$ cat src/rtl/regbank_mp.sv
// regbank_mp: WIDTH x DEPTH register bank for the calculator datapath.
// Two registered read ports with read-after-write bypass, one write port with
// load/add/sub/clear modes, an out-of-range write error pulse, and a dump
// sequencer that streams every register in address order over valid/ready.
module regbank_mp #(
  parameter int WIDTH = 8,
  parameter int DEPTH = 10,
  parameter int AW    = 4
) (
  input  logic             clk,
  input  logic             reset,
  input  logic             we,
  input  logic [1:0]       wmode,
  input  logic [AW-1:0]    waddr,
  input  logic [WIDTH-1:0] wdata,
  input  logic [AW-1:0]    raddr_a,
  input  logic [AW-1:0]    raddr_b,
  output logic [WIDTH-1:0] rdata_a,
  output logic [WIDTH-1:0] rdata_b,
  output logic             ovf,
  output logic             werr,
  input  logic             dump_start,
  output logic             dump_busy,
  output logic             dump_valid,
  input  logic             dump_ready,
  output logic [AW-1:0]    dump_addr,
  output logic [WIDTH-1:0] dump_data
);

  // Highest legal address; "addr <= LAST_C" is the in-range test everywhere.
  localparam logic [AW-1:0] LAST_C = AW'(DEPTH - 1);

  localparam logic [1:0] MODE_LOAD  = 2'b00;
  localparam logic [1:0] MODE_ADD   = 2'b01;
  localparam logic [1:0] MODE_SUB   = 2'b10;
  localparam logic [1:0] MODE_CLEAR = 2'b11;

  localparam logic [0:0] ST_IDLE = 1'b0;
  localparam logic [0:0] ST_SCAN = 1'b1;

  logic [WIDTH-1:0] mem_r [DEPTH];
  logic [0:0]       state_r;

  logic             w_hit_s;
  logic             w_oor_s;
  logic [WIDTH-1:0] w_cur_s;
  logic [WIDTH:0]   w_sum_s;
  logic [WIDTH:0]   w_diff_s;
  logic [WIDTH-1:0] w_val_s;
  logic             w_arith_s;
  logic             w_flag_s;
  logic [WIDTH-1:0] rd_a_s;
  logic [WIDTH-1:0] rd_b_s;
  logic             beat_s;

  // Write datapath: new register value plus carry/borrow for add/sub.
  always_comb begin
    w_hit_s   = we && (waddr <= LAST_C);
    w_oor_s   = we && (waddr > LAST_C);
    w_cur_s   = '0;
    if (w_hit_s) begin
      w_cur_s = mem_r[waddr];
    end else begin
      w_cur_s = '0;
    end
    // One extra MSB holds the carry out of the add and the borrow of the sub.
    w_sum_s   = {1'b0, w_cur_s} + {1'b0, wdata};
    w_diff_s  = {1'b0, w_cur_s} - {1'b0, wdata};
    w_val_s   = w_cur_s;
    w_arith_s = 1'b0;
    w_flag_s  = 1'b0;
    case (wmode)
      MODE_LOAD: begin
        w_val_s = wdata;
      end
      MODE_ADD: begin
        w_val_s   = w_sum_s[WIDTH-1:0];
        w_arith_s = 1'b1;
        w_flag_s  = w_sum_s[WIDTH];
      end
      MODE_SUB: begin
        w_val_s   = w_diff_s[WIDTH-1:0];
        w_arith_s = 1'b1;
        w_flag_s  = w_diff_s[WIDTH];
      end
      MODE_CLEAR: begin
        w_val_s = '0;
      end
      default: begin
        w_val_s = w_cur_s;
      end
    endcase
  end

  // Read muxes: out-of-range reads give 0, a same-cycle write is forwarded.
  always_comb begin
    rd_a_s = '0;
    rd_b_s = '0;
    if (raddr_a > LAST_C) begin
      rd_a_s = '0;
    end else if (w_hit_s && (raddr_a == waddr)) begin
      rd_a_s = w_val_s;
    end else begin
      rd_a_s = mem_r[raddr_a];
    end
    if (raddr_b > LAST_C) begin
      rd_b_s = '0;
    end else if (w_hit_s && (raddr_b == waddr)) begin
      rd_b_s = w_val_s;
    end else begin
      rd_b_s = mem_r[raddr_b];
    end
  end

  // Register array, read data, overflow flag and error pulse.
  always_ff @(posedge clk) begin
    if (!reset) begin
      for (int i = 0; i < DEPTH; i++) begin
        mem_r[i] <= '0;
      end
      rdata_a <= '0;
      rdata_b <= '0;
      ovf     <= 1'b0;
      werr    <= 1'b0;
    end else begin
      if (w_hit_s) begin
        mem_r[waddr] <= w_val_s;
      end
      // Only an accepted add/sub touches ovf; load/clear leave it alone.
      if (w_hit_s && w_arith_s) begin
        ovf <= w_flag_s;
      end
      werr    <= w_oor_s;
      rdata_a <= rd_a_s;
      rdata_b <= rd_b_s;
    end
  end

  assign beat_s = dump_valid && dump_ready;

  // Dump sequencer: walk addresses 0..DEPTH-1, advancing on each accepted beat.
  always_ff @(posedge clk) begin
    if (!reset) begin
      state_r   <= ST_IDLE;
      dump_addr <= '0;
    end else begin
      case (state_r)
        ST_IDLE: begin
          if (dump_start) begin
            state_r   <= ST_SCAN;
            dump_addr <= '0;
          end
        end
        ST_SCAN: begin
          if (beat_s && (dump_addr == LAST_C)) begin
            state_r   <= ST_IDLE;
            dump_addr <= '0;
          end else if (beat_s) begin
            dump_addr <= dump_addr + {{(AW-1){1'b0}}, 1'b1};
          end
        end
        default: begin
          state_r   <= ST_IDLE;
          dump_addr <= '0;
        end
      endcase
    end
  end

  assign dump_busy  = (state_r == ST_SCAN);
  assign dump_valid = (state_r == ST_SCAN);
  // Live view of the addressed register, so a write during a stall shows up.
  assign dump_data  = mem_r[dump_addr];

endmodule

$ cat config.mk
export PLATFORM = sky130hd
export DESIGN_NAME = regbank_mp
export DESIGN_NICKNAME = d
export VERILOG_FILES = /design/src/rtl/regbank_mp.sv
export SDC_FILE = /design/constraint.sdc
export NUM_CORES = 1
export LEC_CHECK = 0
export CORE_ASPECT_RATIO = 1.1
export CORE_MARGIN = 2
export CORE_UTILIZATION = 35
export DETAILED_ROUTE_END_ITERATION = 8
export PLACE_DENSITY_LB_ADDON = 0.3
export RECOVER_POWER = 100
export SLEW_MARGIN = 0
export SYNTH_ARGS = -nofsm -noshare
export SYNTH_HDL_FRONTEND = slang
export SYNTH_SLANG_ARGS = --single-unit
$ cat constraint.sdc
create_clock -name clk -period 9.7 [get_ports clk]
set_clock_uncertainty 0.15 [all_clocks]
set_input_delay 1.94 -clock clk [delete_from_list [all_inputs] [get_ports clk]]
set_output_delay 1.94 -clock clk [all_outputs]
set_load 0.01 [all_outputs]
After elaboration in Yosys (flattened, before gate mapping):

Memories as Yosys holds them, arrays and structs flattened. A register that Yosys moved wholly into a read port is not among the register bits.
Index checks and enable logic that the tools add are counted.

* input port bits: 27
* flip-flop bits (word level): 7
* memory bits (writable): 80
* memories: 1

* $add $sub $neg: 3
* order comparisons: 4
* mux-type cells: 20
* bitwise logic cells: 2
* reduce and logical (&&, ||, !) cells: 11
* eq/ne operators: 6

Memories
* mem_r: depth 10, bits a word 8, read ports 4, clocked after Yosys merged registers in 3, wr ports 10, line 41 `logic [WIDTH-1:0] mem_r [DEPTH];`

Operators with widths (number)
* $pmux W8 S4: 1
* $mux W4: 6
* $mux W8: 2
* $gt A4 B4 Y1 const B: 3
* $add A8 B8 Y9: 1
* $sub A8 B8 Y9: 1
* $mux W1: 8
* $pmux W4 S2: 1
* $reduce_or A8 Y1: 1
* $reduce_or A2 Y1: 3
* $logic_and A1 B1 Y1: 5
* $add A4 B1 Y4 const B: 1
* $eq A2 B2 Y1 const B: 2
* $eq A4 B4 Y1 const B: 1
* $le A4 B4 Y1 const B: 1
* $pmux W1 S2: 2
* $ne A3 B1 Y1 const B: 1
* $eq A2 B1 Y1 const B: 1
* $logic_not A2 Y1: 1
* $ne A2 B2 Y1 const B: 1
* $not A1 Y1: 2
* $reduce_and A2 Y1: 1

Logic depth before layout (Yosys ltp):

Gate-level depths: netlist of the first run.

* word-level depth: 7
* gate-level depth with buffers: 19

Worst setup path after synthesis of the first run:

OpenSTA, ideal clock, no wires.

* kind: input port to flip-flop
* start point: input waddr[0]
* end point: memory mem_r[10][7], data pin
* buffers on the path: 3
* setup slack: 3.679 ns
* data required time: 9.291 ns
* arrival time: 5.612 ns
* cell stages on the path: 17
* library setup time: 0.259 ns
* cells stage by stage: buf_4 -> buf_4 -> mux4_2 -> mux2i_1 -> nor2_1 -> o21ai_0 -> ha_1 -> nor2_1 -> o2111ai_1 -> a31oi_4 -> maj3_1 -> o21ai_2 -> mux2_4 -> o31a_1 -> a32oi_2 -> buf_6 -> inv_2

RTL lines
* start: declaration: line 14 `input logic [AW-1:0] waddr,`
* end: declaration: line 41

==> results of run 1 <==
-- worst max path at each step --
stage	cells after the start	end	slack (ps)
global route	14	mem_r[13][7]	1750
finish	14	mem_r[13][7]	2130
detailed placement	14	mem_r[13][7]	2620
floorplan	17	mem_r[10][7]	3680
CTS	14	mem_r[13][7]	3080
global placement	14	mem_r[12][7]	2750
-- kinds of logic after synthesis --
group                      count (synthesis)
xor gates and xnor gates                  12
buffers and inverters                     88
other                                      1
AOI/OAI and AO/OA                        108
and+or+nand+nor                          216
muxes                                    165
DFF                                      155
adders and majority gates                 16
-- area by class of cell --
| class | instances | area (um^2) | share of cell area [%] |
|---|---|---|---|
| clock buffers | 18 | 450 | 3.85 |
| clock inverters | 14 | 139 | 1.19 |
| inverters | 28 | 105 | 0.899 |
| multi-input cells | 565 | 5530 | 47.3 |
| flip-flops and latches | 155 | 4390 | 37.5 |
| well taps | 368 | 460 | 3.94 |
| repair buffers | 68 | 619 | 5.30 |
-- per-layer routing --
layer / track usage, % / up-vias / wire (um)
li1: - / 3117 / -
met1: 26.0 / 3685 / 11900
met2: 35.0 / 355 / 15200
met3: 4.60 / 62 / 2620
met4: 8.28 / 0 / 1150
met5: 0 / - / 0
-- synth_stat cells (3+ instances only) --
master,instances
edfxtp_1,128
mux4_2,127
nor2_1,107
nand2_1,46
mux2i_1,37
clkbuf_1,32
dfxtp_1,27
inv_1,23
a21oi_1,14
ha_1,14
o21ai_0,14
a31oi_1,12
buf_1,12
nor2_2,11
buf_2,9
nand2b_1,9
nand3_1,9
xnor2_1,8
a22oi_1,7
nor2b_1,6
buf_4,5
inv_2,5
nor3_1,5
o22ai_1,5
and2_1,4
nand4_1,4
xor2_1,4
a211oi_1,3
a21o_1,3
and3_1,3
o211ai_1,3
o21ai_1,3
o31a_1,3
or3_1,3
-- worst max-delay path, cell delays in order --
cell	delay, ps
dlygate4sd3_1	1000
or3b_1	370
nor2_1	80
o21ai_0	300
ha_1	300
nor2_1	60
o2111ai_1	370
a31oi_4	150
maj3_1	390
o21ai_0	400
mux2_4	340
o31a_1	230
a32oi_1	1200
inv_1	350
-- state kept, by name, summed over array words and instances, names as in the netlist, named ones only --
signal     count
rdata_a        8
dump_busy      1
ovf            1
werr           1
dump_addr      4
rdata_b        8
mem_r        128
-- cells in the final DEF, fill, tap and decap left out, types with 18 or more instances in the layout --
cell             instances
nand2_1                 46
edfxtp_1               128
mux4_2                 127
dlygate4sd3_1           33
nor2_1                 107
conb_1                  48
mux2i_1                 37
dfxtp_1                 26
clkbuf_16               18
inv_1                   26
clkdlybuf4s50_1         20
-- metrics by stage --
step                      instance area, um^2  instances  total power [mW]  setup slack [ps]
after floorplan                         10300        808              1.02              3680
after global placement                  11100       1184              1.13              2750
after detailed placement                11100       1184              1.13              2620
after CTS                               11700       1216              1.79              3080
after global routing                    11700       1216              1.85              1750
final                                   11700       1216              1.78              2130
-- power by group through the flow --
stage | Clock (mW) | Combinational [mW] | Sequential, mW
2_1_floorplan | 0 | 0.230 | 0.788
3_3_place_gp | 0 | 0.341 | 0.791
3_5_place_dp | 0 | 0.342 | 0.793
4_1_cts | 0.672 | 0.343 | 0.778
5_1_grt | 0.700 | 0.362 | 0.783
6_report | 0.665 | 0.341 | 0.778
==> metrics.yaml, run 1 <==
status:
  status: "finished, violations left"
  violations: "capacitance limit, slew limit"
final_layout:
  layout-drive-gt1-share_pct: 23.3
  fillers: 2684
  syn2layout_area_growth_pct: 15.5
  layout.nets: 876
  antenna_cells: 0
  final_util_pct: 40.9
min_path:
  hold_depth: 2
  min-delay-start: "dump_busy"
  min_to: "dump_busy"
  hp-class: "flip-flop to flip-flop"
sta:
  worst_slew_pin_slew_ps: 3150
  hold_viol: 0
  min_period_ps: 7570
  maxSlewViolCount: 54
  max_freq_mhz: 132
  post-route-period-util_pct: 78.0
  finalSetupViolCount: 0
  rsz0062_at_grt: "no"
  hold_slack_ps: 391
  tns_ps: 0
  max_slew_margin_pct: -110
critical_path:
  r2r-end: "mem_r[13][7]"
  end_kind: "flip-flop"
  crit_fanout: 13
  worstPathRequired_ps: 9620
  r2r_cells: 14
  r2r_slack_ps: 3900
  worstPathArrival_ps: 7490
  reg2reg_from: "mem_r[3][0]"
  critPathKind: "input port to flip-flop"
  crit_start: "waddr[2]"
  critPathLaunchType: "input port"
yosys:
  synth_top_family_by_area: "multiplexers"
  yosysTopAreaCellShare_pct: 38.0
  synth_fa_ha_area_share_pct: 1.93
  synth_area_um2: 10100
  synthTopCellsByArea: "edfxtp_1, mux4_2, dfxtp_1"
  yosys.cell_types.count: 77
  synth_edf_count: 128
  seq_area_frac_synth_pct: 43.3
  async_reset_ff_share_pct: 0
  synth_flop_cell: "edfxtp_1"
  muxShareOfSynthArea_pct: 32.1
  synth_xor_area_share_pct: 1.04
  synth_compound_area_share_pct: 8.35
  ys_warn_count: 0
  synth-seq-cells: 155
  synth.avg_cell_area_um2: 13.3
  yosys.area.top_type: "edfxtp_1"
  syn_inst: 761
  synth_simple_gate_area_share_pct: 9.56
floorplanning:
  die_y_um: 182
  die-area_um2: 30300
  core-area_um2: 28500
  rows: 65
  die_w_um: 166
  io_pins: 59
  start_util_pct: 35.4
global_route:
  grt_pass1_wl_um: 46200
  antenna_found_initial: 0
  grt_pass1_vias: 7347
  gr-total-overflow: 0
  grt_start_max_net_pins: 37
  grt_usage_pct: 20.7
clock_tree:
  cts_tree: "done"
  ctsLongestPathBuffers: 2
  cts.sinks: 155
  cts_setup_buffers: 0
  insertion_delay_ps: 430
  cts-root-buf: "clkbuf_16"
  cts_made_buffers: 17
  h-tree-depth: 4
  clkTransAtPathRegs_ps: 70
  cts_hold_buf: 0
  cts_resized: 0
pwr:
  power.share.clock_pct: 37.3
  power_leakage_nw: 4.18
  power_density_nw_per_um2: 153
  p_comb_share_pct: 19.1
  p_seq_share_pct: 43.6
  cellInternalPower_mw: 1.27
  netSwitchingFraction_pct: 28.9
  ir_drop_uv: 120
  power_switching_uw: 515
routing:
  vias: 7219
  drtPass1Iterations: 6
  drt-total-wl_um: 30900
  first_iter_violations: 891
  drc: 0
  vias_per_cell: 5.94
  avgRoutedWirePerCell_um: 25.4
  ant_nets: 0
placed_design:
  port_buffers: 58
  gp_congestion: 0.887
  dp_hpwl_um: 21100
job:
  cap_violations: 2
Power figures use the tool's default switching activity.
==> inputs of run 2 (changes only) <==
- clock period: 9.7 -> 6.1 ns (I/O delays scaled with it)
==> metrics.yaml, run 2 (synthesized netlist as in run 1, its figures left out) <==
sta:
  max_freq_mhz: 180
  finalSetupViolCount: 0  # unchanged
  max_slew_margin_pct: -61.3  # +49 points
  maxSlewViolCount: 42  # -22%
  setup_slack_ps: 534  # -1600 ps
  min_period_ps: 5570
  post-route-period-util_pct: 91.2
  tns_ps: 0  # unchanged
  worst_slew_pin_slew_ps: 2420  # -732 ps
  rsz0062_at_grt: "no"
  hold_slack_ps: 388  # -2.66 ps
  hold_viol: 0  # unchanged
final_layout:
  antenna_cells: 0  # unchanged
  regMostFlops: "mem_r"
  multiInputGateArea_um2: 5520  # about the same
  reg.largest.list: "mem_r x128, rdata_a x8, rdata_b x8"
  layout.nets: 903  # +3.1%
  layout-drive-gt1-share_pct: 23.2  # -0.15 points
  stdcell_count: 1243  # +2.2%
  fin_area_um2: 11800  # +1.3%
  layout_common_cells: "edfxtp_1, mux4_2, nor2_1, conb_1, nand2_1"
  syn2layout_area_growth_pct: 17.0
  final_util_pct: 41.5  # +0.53 points
  final_common_cell: "edfxtp_1"
  fillers: 2661  # -0.86%
  ff_latch_area_um2: 4390  # unchanged
  largest_reg_flops: 128  # unchanged
clock_tree:
  cts_setup_buffers: 0  # unchanged
  h-tree-depth: 4  # unchanged
  cts.sinks: 155  # unchanged
  insertion_delay_ps: 430  # about the same
  cts_hold_buf: 0  # unchanged
  cts_tree: "done"
  cts_made_buffers: 17  # unchanged
  clkTransAtPathRegs_ps: 60  # about the same
  ctsLongestPathBuffers: 2  # unchanged
  cts_resized: 0  # unchanged
  cts-root-buf: "clkbuf_16"
status:
  status: "finished, violations left"
  violations: "capacitance limit, slew limit"
placed_design:
  gp_congestion: 0.907  # +2.2%
  port_buffers: 58  # unchanged
  post_dp_cell_area_um2: 11300  # +1.8%
  dp_hpwl_um: 22000  # +4.0%
  dp_cells: 1211  # +2.3%
  preCtsSetupSlack_ps: 563  # -2060 ps
critical_path:
  crit_fanout: 20  # +7
  end_kind: "flip-flop"
  critPathKind: "input port to flip-flop"
  cpMaxStageDelayCell: "clkbuf_1"
  worstPathRequired_ps: 6010  # -3610 ps
  worstPathArrival_ps: 5470  # -2020 ps
  critPathLaunchType: "input port"
  critPathBufInv: 5  # +3
  crit_chain: "dlygate4sd3_1, clkbuf_1, nand3_1, clkbuf_1, nor2_1, nand2_1, clkbuf_1, nand2_1, clkbuf_1"
  cpPeakStageDelay_ps: 1010  # -190 ps
  crit_family: "buffers and inverters"
  crit_path_frequent_cell: "clkbuf_1"
pwr:
  power_leakage_nw: 4.26  # +2.0%
  ir_drop_uv: 195  # +63%
  power_density_nw_per_um2: 241  # +58%
  finalPower_mw: 2.86  # +60%
global_route:
  grt_pass1_wl_um: 47200  # +2.3%
  antenna_found_initial: 0  # unchanged
  gr-total-overflow: 0  # unchanged
  grt_pass1_vias: 7291  # -0.76%
  grt_usage_pct: 21.1  # +0.37 points
  grt_start_max_net_pins: 37  # unchanged
routing:
  vias_per_cell: 6.02  # +1.5%
  drtPass1Iterations: 5  # -1
  ant_nets: 0  # unchanged
  drt-total-wl_um: 31400  # +1.6%
  drc: 0  # unchanged
  first_iter_violations: 786  # -12%
  vias: 7489  # +3.7%
  avgRoutedWirePerCell_um: 25.2  # -0.64%
floorplanning:
  rows: 65  # unchanged
  io_pins: 59  # unchanged
  die-area_um2: 30300  # unchanged
  die_y_um: 182  # unchanged
  start_util_pct: 35.4  # unchanged
  core-area_um2: 28500  # unchanged
  die_w_um: 166  # unchanged
min_path:
  hp-class: "flip-flop to flip-flop"
job:
  cap_violations: 2  # unchanged
run 2: cell count changes in the layout (fill, tap and decap cells not counted):
cell       delta
inv_6         -4
nor2_1        +5
clkbuf_16     +2
clkbuf_1     +16
inv_1         +2
nor2_2        -5
inv_4         +1
inv_8         -3
a32oi_1       -1
a32oi_2       +1
clkinv_8      -2
inv_2         -2
buf_4        +15
clkbuf_8      +2
run 2: power breakdown:
part | switching (mW) | internal (mW) | total [mW]
logic | 0.288 | 0.258 | 0.546
clock network | 0.448 | 0.620 | 1.07
registers | 0.0428 | 1.20 | 1.24
total | 0.778 | 2.08 | 2.86
run 2: per-layer routing:
metal	GRT usage (%)	vias up	share of wire [%]
li1	-	3183	-
met5	0	-	0
met3	3.77	71	8.3
met4	8.45	0	3.9
met1	27.9	3803	40
met2	34.7	432	48
run 2: path summary, 6_finish.rpt:
check	start	endpoint	cells past startpoint	slack (ps)
max reg2reg	mem_r[7][0]	rdata_a[5]	17	1490
min	dump_busy	dump_busy	2	390
min reg2reg	dump_busy	dump_busy	2	390
max	reset	mem_r[8][0]	9	530
run 2: area by class of cell:
type                    instances  area share [%]
multi-input cells             565            46.6
flip-flops and latches        155            37.1
repair buffers                 95            6.56
clock buffers                  26            4.59
well taps                     368            3.89
inverters                      28           0.888
clock inverters                 6           0.370
run 2: worst min-delay path, delay by kind of cell, from the launching register on:
kind             cells  cell delay [ps]
AND/OR/NAND/NOR      1               80
flip-flops           1              340
AO/OA/AOI/OAI        1               70
